File: src/rtl/a_sram_pkg.sv
// Shared parameters and FSM state type for the A-operand SRAM sequencer.
package a_sram_pkg;

    localparam int MATRIX_SIZE = 64;
    localparam int LANE_NUM    = 16;
    localparam int DEPTH       = (MATRIX_SIZE / LANE_NUM) * (MATRIX_SIZE / 32);
    localparam int ADDR_W      = $clog2(DEPTH);
    localparam int DATA_W      = 264;

    localparam logic [ADDR_W-1:0] LAST_ADDR = ADDR_W'(DEPTH - 1);

    typedef enum logic [1:0] {
        IDLE  = 2'd0,
        LOAD  = 2'd1,
        READ  = 2'd2,
        DRAIN = 2'd3
    } state_e;

endpackage

File: src/rtl/a_sram_arb.sv
// Two-requester grant logic: a read of a resident matrix beats a reload.
module a_sram_arb (
    input  logic load_req,
    input  logic read_req,
    input  logic a_valid,
    input  logic idle,
    output logic grant_load,
    output logic grant_read
);

    // A read request only counts once there is a matrix to read.
    assign grant_read = idle & read_req & a_valid;
    assign grant_load = idle & load_req & ~grant_read;

endmodule

File: src/rtl/a_sram_ctrl.sv
// Sequencer for the 16-bank A-operand SRAM: arbitrates loader writes against
// compute reads, walks bank addresses, and tracks matrix residency.
module a_sram_ctrl
    import a_sram_pkg::*;
(
    input  logic                clk,
    input  logic                rst,
    input  logic                load_req,
    input  logic                read_req,
    input  logic                rd_ready,
    input  logic                invalidate,
    output logic                load_gnt,
    output logic                read_gnt,
    output logic [LANE_NUM-1:0] wr_en,
    output logic [ADDR_W-1:0]   wr_addr,
    output logic                rd_en,
    output logic [ADDR_W-1:0]   rd_addr,
    output logic                rd_valid,
    output logic                rd_last,
    output logic                load_done,
    output logic                read_done,
    output logic                a_valid,
    output logic                busy
);

    state_e            state_q, state_d;
    logic [ADDR_W-1:0] wr_addr_q, wr_addr_d;
    logic [ADDR_W-1:0] rd_addr_q, rd_addr_d;
    logic              load_gnt_q, load_gnt_d;
    logic              read_gnt_q, read_gnt_d;
    logic              rd_valid_q, rd_valid_d;
    logic              rd_last_q, rd_last_d;
    logic              load_done_q, load_done_d;
    logic              read_done_q, read_done_d;
    logic              a_valid_q, a_valid_d;

    logic arb_idle;
    logic grant_load;
    logic grant_read;

    // No new grant in the completion cycle; arbitration resumes one cycle later.
    assign arb_idle = (state_q == IDLE) & ~load_done_q & ~read_done_q;

    a_sram_arb u_arb (
        .load_req   (load_req),
        .read_req   (read_req),
        .a_valid    (a_valid_q),
        .idle       (arb_idle),
        .grant_load (grant_load),
        .grant_read (grant_read)
    );

    assign rd_en = (state_q == READ) & rd_ready;

    always_comb begin
        // NOTE: every next-state value gets a default first so no branch infers a latch.
        state_d     = state_q;
        wr_addr_d   = wr_addr_q;
        rd_addr_d   = rd_addr_q;
        load_gnt_d  = 1'b0;
        read_gnt_d  = 1'b0;
        load_done_d = 1'b0;
        read_done_d = 1'b0;
        a_valid_d   = a_valid_q;
        rd_valid_d  = rd_en;
        rd_last_d   = rd_en & (rd_addr_q == LAST_ADDR);

        // A load in flight, or one completing this cycle, outranks invalidate.
        if (invalidate && state_q != LOAD && !load_done_q) begin
            a_valid_d = 1'b0;
        end

        unique case (state_q)
            IDLE: begin
                if (grant_load) begin
                    state_d    = LOAD;
                    wr_addr_d  = '0;
                    load_gnt_d = 1'b1;
                    a_valid_d  = 1'b0;
                end else if (grant_read) begin
                    state_d    = READ;
                    rd_addr_d  = '0;
                    read_gnt_d = 1'b1;
                end
            end
            LOAD: begin
                if (wr_addr_q == LAST_ADDR) begin
                    state_d     = IDLE;
                    load_done_d = 1'b1;
                    a_valid_d   = 1'b1;
                end else begin
                    wr_addr_d = wr_addr_q + ADDR_W'(1);
                end
            end
            READ: begin
                if (rd_en) begin
                    if (rd_addr_q == LAST_ADDR) begin
                        state_d = DRAIN;
                    end else begin
                        rd_addr_d = rd_addr_q + ADDR_W'(1);
                    end
                end
            end
            DRAIN: begin
                state_d     = IDLE;
                read_done_d = 1'b1;
            end
            default: state_d = IDLE;
        endcase
    end

    always_ff @(posedge clk) begin
        // NOTE: reset is synchronous and clears every flop, counters included.
        if (rst) begin
            state_q     <= IDLE;
            wr_addr_q   <= '0;
            rd_addr_q   <= '0;
            load_gnt_q  <= 1'b0;
            read_gnt_q  <= 1'b0;
            rd_valid_q  <= 1'b0;
            rd_last_q   <= 1'b0;
            load_done_q <= 1'b0;
            read_done_q <= 1'b0;
            a_valid_q   <= 1'b0;
        end else begin
            state_q     <= state_d;
            wr_addr_q   <= wr_addr_d;
            rd_addr_q   <= rd_addr_d;
            load_gnt_q  <= load_gnt_d;
            read_gnt_q  <= read_gnt_d;
            rd_valid_q  <= rd_valid_d;
            rd_last_q   <= rd_last_d;
            load_done_q <= load_done_d;
            read_done_q <= read_done_d;
            a_valid_q   <= a_valid_d;
        end
    end

    assign load_gnt  = load_gnt_q;
    assign read_gnt  = read_gnt_q;
    assign wr_en     = {LANE_NUM{state_q == LOAD}};
    assign wr_addr   = wr_addr_q;
    assign rd_addr   = rd_addr_q;
    assign rd_valid  = rd_valid_q;
    assign rd_last   = rd_last_q;
    assign load_done = load_done_q;
    assign read_done = read_done_q;
    assign a_valid   = a_valid_q;
    assign busy      = (state_q != IDLE);

endmodule

File: config.mk
export PLATFORM = sky130hd
export DESIGN_NAME = a_sram_ctrl
export DESIGN_NICKNAME = d
export VERILOG_FILES = /design/src/rtl/a_sram_pkg.sv /design/src/rtl/a_sram_arb.sv /design/src/rtl/a_sram_ctrl.sv
export SDC_FILE = /design/constraint.sdc
export NUM_CORES = 1
export LEC_CHECK = 0
export ABC_AREA = 0
export ABC_CLOCK_PERIOD_IN_PS = 1500
export BUFFER_PORTS_ARGS = -buffer_cell sky130_fd_sc_hd__buf_2
export CELL_PAD_IN_SITES_DETAIL_PLACEMENT = 0
export CELL_PAD_IN_SITES_GLOBAL_PLACEMENT = 2
export CORE_ASPECT_RATIO = 0.8
export CORE_MARGIN = 2
export CORE_UTILIZATION = 23
export CTS_BUF_LIST = sky130_fd_sc_hd__clkbuf_4 sky130_fd_sc_hd__clkbuf_8
export DETAILED_ROUTE_END_ITERATION = 12
export PLACE_DENSITY = 0.85
export REMOVE_ABC_BUFFERS = 1
export SYNTH_ARGS = -nofsm -noshare
export SYNTH_HDL_FRONTEND = slang
export SYNTH_SLANG_ARGS = --single-unit
File: constraint.sdc
create_clock -name clk -period 1.5 [get_ports clk]
set_input_delay 0.375 -clock clk [delete_from_list [all_inputs] [get_ports clk]]
set_output_delay 0.375 -clock clk [all_outputs]
set_load 0.01 [all_outputs]
==> results.md, run 1 <==
* Status: finished clean
* Die span in y at between 50 and 60 µm
* CTS root buffer: clkbuf_8
* DRC Markers at 0
* Async set-reset flop share out of synthesis at 0%
* Die area at 3670 µm²
* Syn_area_per_cell at about 9.1 µm²
* First DRT Iteration DRCs at 28
* Die W at about 67 µm
* CTS Sinks at 15
* Max H-tree Level at 1
* Remaining global-route overflow at 0
* Post-synth EDFFs at 0
* Synth Warn # at 0
* First-pass DRT Iterations at 4
* NumNets Final at 122
* TritonCTS clock tree: yes
* Clk_skew at between 0.002 and 0.003 ns
* Routed WL at ~1800 µm
* Number of CTS-inserted buffers at 3
* Setup crit end: rd_en
* Main synth FF type: dfxtp_1
* CP Max Fanout at 8
* Crit. Startpoint: state_q[0]
* Slew headroom at between 80% and 90%
* Synth Area in Compound Gates at between 10% and 20%
* Clock slew at reported path FFs at approximately 0.060 ns
* Biggest area consumer among synthesized cells: dfxtp_1
* Critical path startpoint category: flip-flop
* Fin cells at roughly 150
* DR vias at 645
* Hold_buf cts at 0
* Setup crit end kind: output pin
* Leading post-synthesis cells by cell area: dfxtp_1 (41%), buf_4 (15%), ha_1 (6.8%)
* Total GRT Usage at under 10%
* DRT antenna net count at 0
* Seq/Total Area, Yosys at ~41%
* Initial Utilization at 24.02%
* Logic depth of the worst register-to-register path at 4
* Final instance area at ~970 µm²
* Largest net degree at the start of global routing at 14
* P_leak at 0.4991 nW
* Mux contribution to synthesized area at 0%
* CTS Buffer Depth at 2
* GPL Wtd Cong at 0.7312
* Initial antenna violation count at 0
* Period utilization at 99.44%
* Routed WL per cell at around 12 µm
* ANT cells at 0
* #FFs+latches synth at 15
* Area growth, synth to finish at 31.29%
* Fin util at 31.54%
* CP required at around 1.1 ns
* Number of rows created at floorplan at 18
* Worst EP arrival at 1.12 ns
* First-pass GRT wire length at between 2000 and 3000 µm
* Gate Count Post-Synth at slightly above 80
* Synth Area in XOR/XNOR at 0%
* Ratio of cells with drive above 1 in the final layout at roughly 54%
* Clk_lat worst skew at between 0.2 and 0.25 ns
* Core footprint at just over 3000 µm²
* # setup viols final at 0
* Hold path start: rd_ready
* Crit Reg-Reg Endpoint: rd_addr[1]
* Final min period at approximately 1.5 ns
* Number of global-route vias before repair at around 560
* Worst-Margin Slew at 0.2736 ns
* RSZ-0062 raised after global routing: yes
* WS Path Type: reg2out
* DPL Wire Length at between 1000 and 1500 µm
* Io pins at 37
* PortBufs at 36
* Distinct cells, synth at 24
* Pwr Total at approximately 870 µW
* Worst Hold Class: in2reg
* Largest family of logic cells by synthesized area: simple AND/OR/NAND/NOR gates
* DP Cell Count at around 140
* Synth top area share at slightly above 40%
* Pwr dens at roughly 900 nW/µm²
* Vias per cell at between 4 and 5
* R2R setup slack at 0.04 ns
* Synthesized cell area at about 740 µm²
* Simple logic cell fraction of the synthesized area at between 20% and 30%
* RR Startpoint: state_q[0]
* VDD IR max at roughly 0.39 mV
* Adder-cell share of the synthesized area at roughly 6.8%
* Slew Limit Fails at 0
* DP Area at between 800 and 900 µm²
* Max_cap viols at 0
* Fmax at 670.4 MHz
* Fin. Hold Viols at 0
==> registers in the layout (all words and copies together), names as in the netlist <==
signal,cells
a_valid,1
load_done,1
load_gnt,1
rd_addr,3
rd_last,1
rd_valid,1
read_done,1
read_gnt,1
state_q,2
wr_addr,3
==> per-layer routing <==
| layer | vias up | part of all wire [%] | global-route usage (%) |
|---|---|---|---|
| li1 | 325 | - | - |
| met2 | 17 | 49 | 15.18 |
| met1 | 303 | 46 | 13.25 |
| met3 | 0 | 4.9 | 2.675 |
| met5 | - | 0 | 0 |
| met4 | 0 | 0 | 2.721 |
==> layout make-up <==
class	count	area, µm²
clock buffer	4	48.80
fill	343	2097
inverter	4	15.01
multi-input combinational	47	325.3
sequential	15	309.0
tap	40	50.05
timing repair buffer	41	217.7
==> where the power goes <==
group          internal [mW]  switching (mW)
Clock                  0.206           0.130
Combinational         0.0523          0.0726
Sequential             0.406         0.00827
Total                  0.664           0.211
==> through the flow <==
stage	setup slack [ns]	TNS [ns]	hold WS (ns)
3_3_place_gp	0.08207	0	0.4785
4_1_cts	-0.002748	-0.002748	0.4336
3_5_place_dp	0.02760	0	0.4911
2_1_floorplan	-0.1597	-0.7421	0.4441
6_report	0.008432	0	0.4404
5_1_grt	-0.03526	-0.05466	0.4615
==> synth_stat cells, drive strengths merged (2+ instances only) <==
cell    instances
buf            15
dfxtp          15
nand2           6
nand3           6
a21oi           4
ha              4
inv             4
nor2            4
nand2b          3
a211oi          2
a32o            2
and2b           2
and3            2
nor3            2
o21ai           2
or2             2
==> repair_timing <==
action / CTS / global route
endpoints found under the hold margin: 0 / 0
cloned: 1 / 0
pin swaps: 1 / 5
setup endpoints to repair: 17 / 10
gates resized for setup: 6 / 7
buffers inserted: 0 / 2
==> cell families after synthesis <==
logic type	Yosys count
fa+ha+maj	4
flops	15
simple gates	30
buf+inv	20
compound gates	12
==> worst min path at each step <==
stage | endpoint | slack, ns | cells past startpoint
after floorplan | rd_addr[0] | 0.44 | 1
after global placement | wr_addr[1] | 0.48 | 2
after detailed placement | wr_addr[2] | 0.49 | 2
after CTS | state_q[0] | 0.43 | 3
after global routing | state_q[0] | 0.46 | 3
final | state_q[0] | 0.44 | 3
==> placed cells by master, fill, tap and decap left out, types with 3 or more instances in the layout <==
| cell | instances |
|---|---|
| dfxtp_2 | 4 |
| clkbuf_8 | 3 |
| ha_1 | 3 |
| nand3_1 | 6 |
| nand2b_1 | 3 |
| nand2_1 | 5 |
| inv_1 | 3 |
| buf_2 | 36 |
| buf_4 | 5 |
| a21oi_1 | 4 |
| dfxtp_1 | 10 |
| nor2_1 | 4 |
==> critical path: stages, from the launching register on <==
cell     delay (ns)
dfxtp_4        0.39
and2b_2        0.25
nand2_2        0.07
inv_1          0.04
buf_2          0.13
No activity file was read; power rests on OpenSTA's default activity.
==> run 2: changes to the inputs <==
- MAX_ROUTING_LAYER: unset -> met4
- PLACE_DENSITY: 0.85 -> unset
- PLACE_DENSITY_LB_ADDON: unset -> 0.1
- SLEW_MARGIN: unset -> 30
==> run 2 against run 1 <==
Compared with the run above: the flow now finishes with violations (setup timing); sequential cell count is the same; utilization grew 0.86 points; sequential power is essentially flat; first-iteration DRC count shrank 75%; power grew 1.8%; final area grew 2.7%; wire length grew 3.2%; combinational power grew 4%; largest power group unchanged.
==> results.md, run 2 (synthesis results as in run 1) <==
* Bufs and invs on worst path at 2
* Area growth, synth to finish at 34.86%
* Fmax at 665.1 MHz
* Die span in y at 54.59 µm
* Remaining global-route overflow at 0
* Ratio of cells with drive above 1 in the final layout at a little over half
* GPL Wtd Cong at about 0.68
* DR vias at between 600 and 700
* Total stage count of the critical path at 4
* CP Cell Sequence: and2b_2 > nand2_4 > inv_2 > buf_6
* Initial antenna violation count at 0
* Routed WL at 1845 µm
* DRC Markers at 0
* First DRT Iteration DRCs at 7
* Number of rows created at floorplan at 18
* Number of CTS-inserted buffers at 3
* Number of global-route vias before repair at approximately 580
* Register area at 307.8 µm²
* VDD IR max at 0.4686 mV
* Pwr dens at 897.3 nW/µm²
* Hold path start: rd_ready
* Hold_buf cts at 0
* Routed WL per cell at 11.98 µm
* Largest net degree at the start of global routing at 21
* Clock slew at reported path FFs at ~0.07 ns
* CTS Sinks at 15
* Crit. Startpoint: state_q[0]
* Most common cell after layout, fill and taps aside: buf_2
* Max_cap viols at 0
* Die area at around 3700 µm²
* RR Startpoint: state_q[0]
* Status: finished with violations
* WS Path Type: reg2out
* Die W at 67.23 µm
* ANT cells at 0
* First-pass DRT Iterations at 3
* Clk_skew at between 0.007 and 0.008 ns
* Number of fill cells at ~350
* Initial Utilization at ~24%
* CTS Buffer Depth at 2
* Vias per cell at approximately 4.3
* PortBufs at 36
* Area of the multi-input gates at ~320 µm²
* Worst hold slack at about 0.43 ns
* Clk_lat worst skew at 0.25 ns
* Pre-CTS setup slack at between 0.01 and 0.015 ns
* P_leak at between 0.5 and 0.6 nW
* DPL Wire Length at 1324 µm
* Slew headroom at about three quarters
* CP top delay family: flip-flops
* DRT antenna net count at 0
* NumNets Final at between 100 and 150
* Slew Limit Fails at 0
* Fin. Hold Viols at 0
* CP required at 1.12 ns
* Failing checks: setup timing
* Final min period at around 1.5 ns
* CTS root buffer: clkbuf_8
* First-pass GRT wire length at roughly 2700 µm
* Total GRT Usage at 10.79%
* Io pins at 37
* Hold Path Stages at 3
* Final worst setup slack at -0.003604 ns
* Logic depth of the worst register-to-register path at 4
* Critical path startpoint category: flip-flop
* CP max-delay cell: dfxtp_4
* Max H-tree Level at 1
* TritonCTS clock tree: yes
* Core footprint at around 3100 µm²
* Period utilization at 100.2%
* Worst EP arrival at approximately 1.1 ns
* RSZ-0062 raised after global routing: yes
* CP Max Fanout at 7
* Worst Hold Class: in2reg
* # setup viols final at 1
* Setup crit end kind: output pin
* Crit path largest cell delay at approximately 0.39 ns
* Worst-Margin Slew at about 0.35 ns
* Fin util at between 30% and 40%
* Most frequent cells in the layout: buf_2 (35), dfxtp_1 (11), buf_4 (8)
## run 2: cell count changes in the layout (fill, tap and decap cells not counted), sizes merged
| cell | previous run | this run |
|---|---|---|
| buf | 41 | 44 |
## run 2: layout make-up
type	instances	share of cell area, %
multi-input cells	47	32.66
flip-flops and latches	15	31.02
repair buffers	44	24.84
well taps	40	5.044
clock buffers	4	4.918
inverters	4	1.513
## run 2: routing by layer
metal / part of all wire [%] / vias to the layer above / GRT usage (%)
met5: 0 / - / -
met1: 51 / 294 / 13.19
met2: 40 / 31 / 16.34
li1: - / 334 / -
met3: 8.0 / 2 / 5.144
met4: 0.60 / 0 / 2.041
## run 2: through the flow
stage	instance area (µm²)	instances	TNS [ns]	power [mW]
after floorplan	619.3	65	-0.7421	0.4802
after global placement	872.1	144	0	0.5474
after detailed placement	872.1	144	0	0.5447
after CTS	973.4	152	-0.3459	0.8943
after global routing	992.2	154	-0.2270	0.9350
final	992.2	154	-0.003604	0.8903
## run 2: report_power, final
| part | internal (mW) | switching (mW) |
|---|---|---|
| sequential | 0.406 | 0.00813 |
| clock | 0.206 | 0.141 |
| combinational | 0.0560 | 0.0740 |
## run 2: path summary, 6_finish.rpt
kind	slack, ns	end
worst max register to register	0.07	rd_addr[1]
worst max-delay path	-0.004	rd_en
worst min register to register	0.49	wr_addr[2]
worst min-delay path	0.43	rd_valid
## run 2: repair_timing
item | 4_1_cts | 5_1_grt
gates resized for setup | 9 | 4
pin swaps | 2 | 4
setup endpoints to repair | 18 | 20
setup buffers | 4 | 1
endpoints found under the hold margin | 0 | 0
cloned | 0 | 1
## run 2: worst reg2reg max path, cell delays in order, from the launching register on
cell,delay [ns]
dfxtp_4,0.37
nor4_4,0.30
nand3_1,0.14
a211oi_1,0.37
a32o_1,0.18
==> run 3: changes to the inputs <==
- RECOVER_POWER: unset -> 50
==> run 3 against run 2 <==
Compared with the run above: the run still ends with setup timing left; utilization decreased by 0.53 points; die area unchanged; sequential share of layout area up 0.39 points; sequential power about the same; final cell count is the same; critical endpoint unchanged; largest power group unchanged.
==> results.md, run 3 (synthesis results as in run 1) <==
* Status: finished with violations
* Failing checks: setup timing
* Worst EP arrival at around 1.1 ns
* P_leak at between 0.4 and 0.5 nW
* DRT antenna net count at 0
* DR vias at ~660
* CTS Sinks at 15
* Fin. Hold Viols at 0
* Area growth, synth to finish at 32.65%
* PortBufs at 36
* Remaining global-route overflow at 0
* Number of fill cells at 355
* Worst hold slack at between 0.4 and 0.5 ns
* Clk_skew at slightly below 0.007 ns
* Critical path startpoint category: flip-flop
* DP Area at a little under 900 µm²
* NumNets Final at around 130
* Die span in y at around 55 µm
* Met2 Track Usage GR at between 15 and 20%
* CTS root buffer: clkbuf_8
* GR Util met3 at under 10%
* First-pass DRT Iterations at 2
* Fin cells at around 150
* Slew Limit Fails at 0
* First DRT Iteration DRCs at 7
* Core footprint at around 3000 µm²
* GR Layer Usage met1 at a little over an eighth
* Hold_buf cts at 0
* # setup viols final at 1
* Max_cap viols at 0
* DPL Wire Length at between 1000 and 1500 µm
* Routed WL at roughly 1900 µm
* Final worst setup slack at -0.006789 ns
* Worst Hold Class: in2reg
* Ratio of cells with drive above 1 in the final layout at around 43%
* WS Path Type: reg2out
* Setup crit end kind: output pin
* CP required at ~1.1 ns
* Slew headroom at between 50 and 60%
* Most frequent cells in the layout: buf_2 (23), dfxtp_1 (12), clkbuf_1 (12)
* Total GRT Usage at approximately 11%
* DP Cell Count at roughly 140
* Worst-Margin Slew at 0.6257 ns
* Die area at 3670 µm²
* Io pins at 37
* Number of rows created at floorplan at 18
* Pwr Total at between 800 and 900 µW
* CP Max Fanout at 7
* Max H-tree Level at 1
* GPL Wtd Cong at 0.6821
* Final min period at 1.507 ns
* Initial Utilization at between 20% and 30%
* Initial antenna violation count at 0
* DRC Markers at 0
* Most common cell after layout, fill and taps aside: buf_2
* First-pass GRT wire length at 2711 µm
* TritonCTS clock tree: yes
* Number of CTS-inserted buffers at 3
* Vias per cell at roughly 4.3
* Most used routing layer: met2
* Clock slew at reported path FFs at 0.07 ns
* Largest net degree at the start of global routing at 21
* Routed WL per cell at between 10 and 15 µm
* Die W at 67.23 µm
* CTS Buffer Depth at 2
* Period utilization at 100.5%
* Fmax at between 600 and 700 MHz
* Final instance area at a little under 1000 µm²
* TNS Setup at -0.006789 ns
* Pwr dens at 910.6 nW/µm²
* Number of global-route vias before repair at roughly 580
* VDD IR max at between 0.4 and 0.5 mV
* Clk_lat worst skew at approximately 0.25 ns
* ANT cells at 0
* RSZ-0062 raised after global routing: yes
-- run 3: changes by cell type in the layout (fill, tap and decap cells not counted), sizes merged --
cell    delta
buf       -12
clkbuf    +12
-- run 3: final timing paths --
check        startpoint          to  slack (ns)  cells past startpoint
max          state_q[0]       rd_en      -0.007                      4
min            rd_ready    rd_valid        0.43                      3
max reg2reg  state_q[0]  rd_addr[1]        0.07                      4
min reg2reg  wr_addr[2]  wr_addr[2]        0.49                      2
-- run 3: final cells by class --
| type | count | area [µm²] | area share [%] |
|---|---|---|---|
| Inverter | 4 | 15.01 | 1.538 |
| Timing Repair Buffer | 44 | 231.5 | 23.72 |
| Tap cell | 40 | 50.05 | 5.128 |
| Clock buffer | 4 | 48.80 | 5.000 |
| Sequential cell | 15 | 306.5 | 31.41 |
| Multi-Input combinational cell | 47 | 324.1 | 33.21 |
-- run 3: critical path: stages (launching register included) --
cell,delay [ns]
dfxtp_4,0.39
and2b_2,0.26
nand2_4,0.09
inv_2,0.04
buf_6,0.11
-- run 3: metrics by stage --
step,utilization (%),setup WS (ns)
final,31.86,-0.006789
after global routing,31.86,-0.04179
after CTS,31.78,-0.02309
after detailed placement,28.47,0.01253
after global placement,28.47,0.006994
after floorplan,-,-0.1597
-- run 3: metal layers --
metal	vias to the layer above	share of wire, %
met5	-	0
met4	0	0.59
met3	2	8.0
met2	31	40
met1	298	52
li1	330	-
-- run 3: where the power goes --
| part | leakage (nW) | switching, mW | internal (mW) |
|---|---|---|---|
| logic | 0.317 | 0.0745 | 0.0543 |
| clock network | 0.0262 | 0.140 | 0.206 |
| registers | 0.123 | 0.00838 | 0.406 |
-- run 3: timing repair --
item | CTS | global route
cloned | 0 | 1
resized for setup | 9 | 4
buffers inserted | 4 | 1
pin swaps | 2 | 4
setup endpoints to repair | 18 | 20
